### config.mk
export PLATFORM = sky130hd
export DESIGN_NAME = rgmii_rxdec_flat
export DESIGN_NICKNAME = d
export VERILOG_FILES = /design/src/rtl/rgmii_rxdec_pkg.sv /design/src/rtl/rgmii_rxdec_if.sv /design/src/rtl/rgmii_inband.sv /design/src/rtl/rgmii_rxdec.sv /design/src/flat_wrapper.sv
export SDC_FILE = /design/constraint.sdc
export NUM_CORES = 1
export LEC_CHECK = 0
export ABC_AREA = 1
export BUFFER_PORTS_ARGS = -buffer_cell sky130_fd_sc_hd__buf_2
export CORE_AREA = 3 3 55 52
export CTS_CLUSTER_SIZE = 16
export DETAILED_ROUTE_END_ITERATION = 7
export DIE_AREA = 0 0 58 55
export GPL_TIMING_DRIVEN = 0
export PLACE_DENSITY = 0.8
export SLEW_MARGIN = 40
export SYNTH_ARGS = -nofsm -noshare
export SYNTH_HDL_FRONTEND = slang
export SYNTH_SLANG_ARGS = --single-unit
### constraint.sdc
create_clock -name i_clk -period 1.7 [get_ports i_clk]
set_clock_uncertainty 0.1 [all_clocks]
set_input_delay 0.17 -clock i_clk [delete_from_list [all_inputs] [get_ports i_clk]]
set_output_delay 0.17 -clock i_clk [all_outputs]
set_load 0.005 [all_outputs]
### src/rtl/rgmii_rxdec_pkg.sv
// Shared Ethernet receive definitions: FSM encodings,
// preamble/SFD constants and the in-band status record.
package rgmii_rxdec_pkg;

  localparam logic [1:0] ST_DROP = 2'd0;
  localparam logic [1:0] ST_IDLE = 2'd1;
  localparam logic [1:0] ST_PRE  = 2'd2;
  localparam logic [1:0] ST_DATA = 2'd3;

  localparam logic [7:0] PREAMBLE_BYTE = 8'h55;
  localparam logic [7:0] SFD_BYTE      = 8'hD5;

  typedef struct packed {
    logic       link_up;
    logic [1:0] speed;
    logic       full_duplex;
  } inband_t;

  function automatic inband_t inband_decode(
    input logic [3:0] nib
  );
    inband_t s;
    s.link_up     = nib[0];
    s.speed       = nib[2:1];
    s.full_duplex = nib[3];
    return s;
  endfunction

endpackage

### src/rtl/rgmii_rxdec_if.sv
// Byte stream plus drop/status outputs of the RGMII decoder.
// master = decoder side, slave = consumer side.
interface rgmii_rxdec_if;
  logic       o_valid;
  logic [7:0] o_data;
  logic       o_last;
  logic       o_err;
  logic       o_drop;
  logic       o_link_up;
  logic [1:0] o_speed;
  logic       o_full_duplex;

  modport master (
    output o_valid, o_data, o_last, o_err,
    output o_drop, o_link_up, o_speed,
    output o_full_duplex
  );

  modport slave (
    input o_valid, o_data, o_last, o_err,
    input o_drop, o_link_up, o_speed,
    input o_full_duplex
  );
endinterface

### src/rtl/rgmii_inband.sv
// In-band link status latch: captures the RXD nibble on
// enable. Ports: i_clk, i_reset, i_en, i_nib -> o_status.
module rgmii_inband
  import rgmii_rxdec_pkg::*;
(
  input  logic       i_clk,
  input  logic       i_reset,
  input  logic       i_en,
  input  logic [3:0] i_nib,
  output inband_t    o_status
);

  always_ff @(posedge i_clk or posedge i_reset) begin
    if (i_reset)
      o_status <= '0;
    else if (i_en)
      o_status <= inband_decode(i_nib);
  end

endmodule

### src/rtl/rgmii_rxdec.sv
// RGMII receive decoder: DDR samples in, framed bytes out.
// Ports: i_clk, i_reset, i_rxd, i_rxctl; rx = output bundle.
module rgmii_rxdec
  import rgmii_rxdec_pkg::*;
#(
  parameter bit OPT_STRIP_PREAMBLE = 1'b1,
  parameter bit OPT_INBAND         = 1'b1
) (
  input  logic          i_clk,
  input  logic          i_reset,
  input  logic [7:0]    i_rxd,
  input  logic [1:0]    i_rxctl,
  rgmii_rxdec_if.master rx
);

  logic       dv;
  logic       er;
  logic [1:0] state;
  logic [1:0] state_nxt;
  logic       cap;
  logic       err_set;
  logic       drop_nxt;
  logic       hold_vld;
  logic [7:0] hold;
  logic       err_flag;
  logic       ib_en;
  inband_t    ib;

  assign dv = i_rxctl[0];
  assign er = i_rxctl[0] ^ i_rxctl[1];

  always_comb begin
    state_nxt = state;
    cap       = 1'b0;
    err_set   = 1'b0;
    drop_nxt  = 1'b0;
    unique case (state)
      ST_DROP: begin
        if (!dv)
          state_nxt = ST_IDLE;
      end
      ST_IDLE: begin
        if (dv) begin
          if (OPT_STRIP_PREAMBLE) begin
            state_nxt = ST_PRE;
          end else begin
            state_nxt = ST_DATA;
            cap       = 1'b1;
            err_set   = er;
          end
        end
      end
      ST_PRE: begin
        if (!dv) begin
          state_nxt = ST_IDLE;
        end else if (i_rxd == SFD_BYTE) begin
          state_nxt = ST_DATA;
          err_set   = er;
        end else if (i_rxd != PREAMBLE_BYTE) begin
          state_nxt = ST_DROP;
          drop_nxt  = 1'b1;
        end
      end
      ST_DATA: begin
        if (dv) begin
          cap     = 1'b1;
          err_set = er;
        end else begin
          state_nxt = ST_IDLE;
        end
      end
      default: state_nxt = ST_DROP;
    endcase
  end

  always_ff @(posedge i_clk or posedge i_reset) begin
    if (i_reset) begin
      state    <= ST_DROP;
      hold_vld <= 1'b0;
      hold     <= '0;
      err_flag <= 1'b0;
    end else begin
      state    <= state_nxt;
      hold_vld <= cap;
      if (cap)
        hold <= i_rxd;
      if (state_nxt == ST_IDLE)
        err_flag <= 1'b0;
      else if (err_set)
        err_flag <= 1'b1;
    end
  end

  // The held byte learns it is last only when the next
  // cycle shows dv low, hence the one-byte delay.
  always_ff @(posedge i_clk or posedge i_reset) begin
    if (i_reset) begin
      rx.o_valid <= 1'b0;
      rx.o_data  <= '0;
      rx.o_last  <= 1'b0;
      rx.o_err   <= 1'b0;
      rx.o_drop  <= 1'b0;
    end else begin
      rx.o_valid <= hold_vld;
      if (hold_vld)
        rx.o_data <= hold;
      rx.o_last  <= hold_vld & ~dv;
      rx.o_err   <= hold_vld & ~dv & err_flag;
      rx.o_drop  <= drop_nxt;
    end
  end

  assign ib_en = OPT_INBAND
              && (state == ST_IDLE)
              && (i_rxctl == 2'b00);

  rgmii_inband u_inband (
    .i_clk    (i_clk),
    .i_reset  (i_reset),
    .i_en     (ib_en),
    .i_nib    (i_rxd[3:0]),
    .o_status (ib)
  );

  assign rx.o_link_up     = ib.link_up;
  assign rx.o_speed       = ib.speed;
  assign rx.o_full_duplex = ib.full_duplex;

endmodule

### src/flat_wrapper.sv
// flat-port wrapper written by rule: the top's interface ports become plain ports
module rgmii_rxdec_flat import rgmii_rxdec_pkg::*;
#(
  parameter bit OPT_STRIP_PREAMBLE = 1'b1,
  parameter bit OPT_INBAND         = 1'b1
)
  (i_clk, i_reset, i_rxd, i_rxctl, rx_o_valid, rx_o_data, rx_o_last, rx_o_err, rx_o_drop, rx_o_link_up, rx_o_speed, rx_o_full_duplex);
  rgmii_rxdec_if rx_i ();
  input  logic i_clk;
  input  logic i_reset;
  input  logic [7:0] i_rxd;
  input  logic [1:0] i_rxctl;
  output wire logic [$bits(rx_i.o_valid)-1:0] rx_o_valid;
  output wire logic [$bits(rx_i.o_data)-1:0] rx_o_data;
  output wire logic [$bits(rx_i.o_last)-1:0] rx_o_last;
  output wire logic [$bits(rx_i.o_err)-1:0] rx_o_err;
  output wire logic [$bits(rx_i.o_drop)-1:0] rx_o_drop;
  output wire logic [$bits(rx_i.o_link_up)-1:0] rx_o_link_up;
  output wire logic [$bits(rx_i.o_speed)-1:0] rx_o_speed;
  output wire logic [$bits(rx_i.o_full_duplex)-1:0] rx_o_full_duplex;
  assign rx_o_valid = rx_i.o_valid;
  assign rx_o_data = rx_i.o_data;
  assign rx_o_last = rx_i.o_last;
  assign rx_o_err = rx_i.o_err;
  assign rx_o_drop = rx_i.o_drop;
  assign rx_o_link_up = rx_i.o_link_up;
  assign rx_o_speed = rx_i.o_speed;
  assign rx_o_full_duplex = rx_i.o_full_duplex;
  rgmii_rxdec #(.OPT_STRIP_PREAMBLE(OPT_STRIP_PREAMBLE), .OPT_INBAND(OPT_INBAND)) u_core (.i_clk(i_clk), .i_reset(i_reset), .i_rxd(i_rxd), .i_rxctl(i_rxctl), .rx(rx_i));
endmodule
# Yosys cells after proc, flatten, opt, wreduce, memory -nomap -nowiden
# Index checks and enable logic that the tools add are counted.
classes:
  order_cmp: 0
  n_eq_ne: 6
  mux: 18
  n_addsub: 0
  multipliers: 0
  div_mod_pow: 0
  shifts: 0
  n_bitwise: 4
  n_reduce_logical: 5
op_table:
  columns: ["operator", "count"]
  rows:
  - ["1-bit two-way mux", 11]
  - ["2-bit two-way mux", 5]
  - ["8-bit == test, second input constant", 1]
  - ["8-bit by 7-bit != test with 1-bit output, second input constant", 1]
  - ["2-bit case mux with 3 select lines", 1]
  - ["2-bit by 1-bit == test with 1-bit output, second input constant", 2]
  - ["2-bit == test, second input constant", 2]
  - ["2-bit zero test", 2]
  - ["1-bit bitwise AND", 2]
  - ["1-bit case mux with 2 select lines", 1]
  - ["2-bit nonzero test", 1]
  - ["2-bit OR reduction", 1]
  - ["1-bit logical AND", 1]
  - ["1-bit NOT", 1]
  - ["1-bit XOR", 1]
totals:
  register_bits: 28
  romBits: 0
  ramBits: 0
  latchBits: 0
  out_inout_bits: 16
  inputBits: 12
  wordCells: 45
  mem_count: 0

# Logic depth before layout (Yosys ltp)
logic_depth:
  word_depth: 7
  mapped_depth: 10
  depth_no_buf: 10

# Hierarchy
# From an unflattened synthesis, not the netlist that was laid out.
hier_totals:
  hier_cells: 143
  hier_area_um2: 1222.4
modules_own_cells:
  columns: ["module", "area_per_inst_um2", "cells_each", "seq_area_each_um2", "n_inst"]
  rows:
  - ["rgmii_rxdec", 1069.8, 125, 600.6, 1]
  - ["rgmii_inband", 152.6, 18, 100.1, 1]

# Worst setup path after synthesis
# No wires, ideal clock.
synth_timing:
  path_kind: "reg-to-reg"
  from: "reg u_core.state[0]"
  to: "reg u_core.err_flag"
  stages_incl_launch_ff: 10
  t_required_ps: 1479
  path_buffers: 0
  t_arrival_ps: 1202
  setup_time_ps: 121
  slack_ps: 278
  cell_sequence: "dfrtp_1 inv_1 ha_1 nand2_1 nand3b_1 nand2_1 nor2_1 nor2_4 nor2_1 nor2_1"
synth_via:
  elab_cells_between_ends: 15
synth_rtl:
  columns: ["item", "line", "text"]
  rows:
  - ["start, declared", "rgmii_rxdec.sv:18", "logic [1:0] state;"]
  - ["start signal, assigned", "rgmii_rxdec.sv:83", "state <= state_nxt;"]
  - ["2-bit == test / 2-bit zero test (equally long branches)", "rgmii_rxdec.sv:37", "unique case (state)"]
  - ["2-bit OR reduction (no line)", null, null]
  - ["2-bit case mux with 3 select lines (*)", "rgmii_rxdec.sv:37", null]
  - ["net u_core.state_nxt[1]", "rgmii_rxdec.sv:19", "logic [1:0] state_nxt;"]
  - ["2-bit by 1-bit == test with 1-bit output (*)", "rgmii_rxdec.sv:87", "if (state_nxt == ST_IDLE)"]
  - ["1-bit two-way mux / 2-bit nonzero test (equally long branches)", null, null]
  - ["end signal, assigned", "rgmii_rxdec.sv:81", "err_flag <= 1'b0;"]
  - ["end signal, assigned", "rgmii_rxdec.sv:88", "err_flag <= 1'b0;"]
  - ["end signal, assigned", "rgmii_rxdec.sv:90", "err_flag <= 1'b1;"]
  - ["end, declared", "rgmii_rxdec.sv:25", "logic err_flag;"]
# Mark *: on every way through the listed nets, which the timed path passes. The rest lies on a longest branch.
# A chain may end at the register's enable or synchronous reset.

# Final worst setup path
# Same ends and word-level chain as after synthesis.

==> results.json <==
{
  "status": "finished, final reports clean",
  "grt_first_pass_wirelength_um": 3820,
  "setup.worst_path.start_class": "flip-flop",
  "finalPower_mw": 2.06,
  "final_layout_size_suffix_gt1_frac": 0.267,
  "dpl.cell_count": 192,
  "setup-violations-final": 0,
  "maxSlewHeadroom": 0.628,
  "hold_viol_final": 0,
  "maxCapViolCount": 0,
  "die_width_um": 58,
  "async_flop_share": 1.00,
  "wl_um": 2180,
  "syn-cell-area_um2": 1210,
  "drtIter0Drc": 41,
  "cts_inserted_buffers": 3,
  "synth.net_count": 154,
  "timing.reg2reg.setup_slack_ns": 0.16,
  "drt-vias-per-instance": 4.80,
  "synth_seq_area_share": 0.577,
  "final_min_period_over_clock_period": 0.909,
  "routabilityCongestion": 0.858,
  "antenna_found_initial": 0,
  "register_area_um2": 701,
  "comb_power_share": 0.355,
  "top_level_ports": 28,
  "synth_cell_types": 20,
  "timing.hold.worst.class": "primary input to flip-flop",
  "swShare": 0.347,
  "ctsLongestPathBuffers": 2,
  "final_core_util": 0.608,
  "grt_start_max_net_pins": 29,
  "yosys_register_bits": 28,
  "n_antenna_cell": 0,
  "postRouteAntennaNets": 0,
  "cp_cell_sequence": "inv_1, ha_1, nand2_1, nand3b_1, nand2_1, nor2_1, nor2_4, nor2_1, nor2_1",
  "netlist_instances": 138,
  "timing.critical_path.slowest_stage_cell": "sky130_fd_sc_hd__dfrtp_1",
  "clockPowerShare": 0.125,
  "die_h_um": 55,
  "cts.sinks": 28,
  "rsz0062_at_grt": "no",
  "layout.cells.most_common_list": "sky130_fd_sc_hd__nand2_1 (56), sky130_fd_sc_hd__buf_2 (28), sky130_fd_sc_hd__dfrtp_1 (28)",
  "timing_worst_setup_path_type": "flip-flop to flip-flop",
  "design_area_um2": 1450,
  "clock_tree_from_tritoncts": "built",
  "grt.total_usage": 0.157,
  "cellLeakagePower_nw": 0.826,
  "fillers": 203,
  "postSynthAreaPerCell_um2": 8.79,
  "timing.critical_path.arrival_ns": 1.66,
  "endpoint_kind": "flip-flop",
  "cts_root_buf": "sky130_fd_sc_hd__clkbuf_4",
  "critPathMaxStageDelay_ns": 0.42,
  "clk_latency_ns": 0.31,
  "h-tree-depth": 1,
  "cts.clk_slew.worst_paths_ns": 0.14,
  "critical_path_buf_inv_count": 1,
  "critical_path.max_fanout": 5,
  "design.die.area_um2": 3190,
  "p_switching_mw": 0.715,
  "ys_dominant_reg_cell": "sky130_fd_sc_hd__dfrtp_1",
  "path_common_cell": "sky130_fd_sc_hd__nor2_1",
  "initial_core_utilization": 0.509,
  "min_period_ns": 1.54,
  "worst_ir_drop_vdd_v": 0.000801,
  "edff_count_synth": 0,
  "core_region_area_um2": 2380,
  "totalNegativeSetupSlack_ns": 0,
  "final_max_tran_viols": 0,
  "fmax_ghz": 0.647,
  "place.detailed.hpwl_um": 1620,
  "power.density_nw_per_um2": 1420,
  "worst_ep_required_time_ns": 1.82,
  "detailedRoute.firstPassIterationCount": 4,
  "io_buffer_count": 26,
  "finalNonFillerCells": 200,
  "postPlaceCellArea_um2": 1380,
  "placement_rows": 17,
  "power.share.sequential": 0.520,
  "final_nets": 190,
  "worst-slew-pin-transition_ns": 0.557,
  "yosysWarnings": 0,
  "multiInputGateArea_um2": 439,
  "drc_errors_left": 0,
  "grt_pass1_vias": 913,
  "via_count": 959,
  "post_drt_wl_per_cell_um": 10.9,
  "grt.overflow.total": 0,
  "critical-path-top-delay-family": "simple AND/OR/NAND/NOR gates",
  "synthToLayoutAreaGrowth_pct": 19.4,
  "cellInternalPower_mw": 1.35,
  "most_common_cell_after_layout_fill_and_taps_aside": "sky130_fd_sc_hd__nand2_1"
}
## synthesized netlist by cell type (all sizes together) (2+ instances only)
master  instances  area, um2
nand3           2       15.0
ha              4       50.1
buf             2       10.0
a21oi           2       10.0
nor2            9       53.8
dfrtp          28        701
o21ai          11       55.1
nand2          59        229
inv            16       60.1
## repair_timing
item                                    4_1_cts  5_1_grt
hold buffers                                  4        0
buffers inserted                              0        1
resized for setup                             0        0
endpoints found under the hold margin        31        0
endpoints found under the setup margin        0        1
## registers in the layout, summed over array words and instances, names as in the netlist
register                  count
u_core.err_flag               1
u_core.rx.o_last              1
u_core.state                  2
u_core.rx.o_drop              1
u_core.rx.o_data              8
u_core.rx.o_err               1
u_core.hold_vld               1
u_core.hold                   8
u_core.rx.o_valid             1
u_core.u_inband.o_status      4
## cell families (layout without fill, tap and decap cells)
kind of cell    after synthesis  count (layout)  synth area share
compound gates               14              14            0.0588
fa+ha+maj                     4               4            0.0412
buf+inv                      19              53            0.0608
flops                        28              28             0.577
simple gates                 73              73             0.262
## worst min-delay path: cells and delay by family
kind	cells	cell delay, ns
AO/OA/AOI/OAI	1	0.06
buffers and inverters	2	0.17
## power groups by stage
stage / combinational, mW / sequential (mW) / clock, mW
finish: 0.731 / 1.07 / 0.258
global route: 0.857 / 1.11 / 0.287
CTS: 0.727 / 1.08 / 0.269
detailed placement: 0.720 / 1.09 / 0
global placement: 0.693 / 1.08 / 0
floorplan: 0.451 / 1.09 / 0
## stage by stage
stage	setup WS [ns]	hold slack, ns
2_1_floorplan	0.278	0.135
3_3_place_gp	0.184	0.257
3_5_place_dp	0.130	0.162
4_1_cts	0.107	0.00616
5_1_grt	0.0159	0.00991
6_report	0.155	0.0111
## layout make-up
cell class / instances / share of cell area
Sequential cell: 28 / 0.484
Multi-Input combinational cell: 91 / 0.303
Timing Repair Buffer: 31 / 0.123
Inverter: 16 / 0.0415
Tap cell: 28 / 0.0242
Clock buffer: 3 / 0.0155
Buffer: 3 / 0.00950
## path summary, 6_finish.rpt
path,endpoint,from,cells past startpoint
max reg2reg,u_core.err_flag$_DFFE_PP0P_,u_core.state[0]$_DFF_PP0_,9
min in group asynchronous,u_core.rx.o_data[3]$_DFFE_PP0P_,i_reset,3
max,u_core.err_flag$_DFFE_PP0P_,u_core.state[0]$_DFF_PP0_,9
min reg2reg,u_core.rx.o_valid$_DFF_PP0_,u_core.hold_vld$_DFF_PP0_,0
min,u_core.hold[3]$_DFFE_PP0P_,i_rxd[3],3
max in group asynchronous,u_core.err_flag$_DFFE_PP0P_,i_reset,3
## per-layer routing
layer / wire length, um / global-route usage / vias to the layer above
met5: 0 / 0 / -
li1: - / - / 493
met3: 95 / 0.0278 / 5
met1: 1000 / 0.190 / 437
met2: 1060 / 0.289 / 24
met4: 27 / 0.0463 / 0
Note: power is estimated with default switching activity, not from simulation.
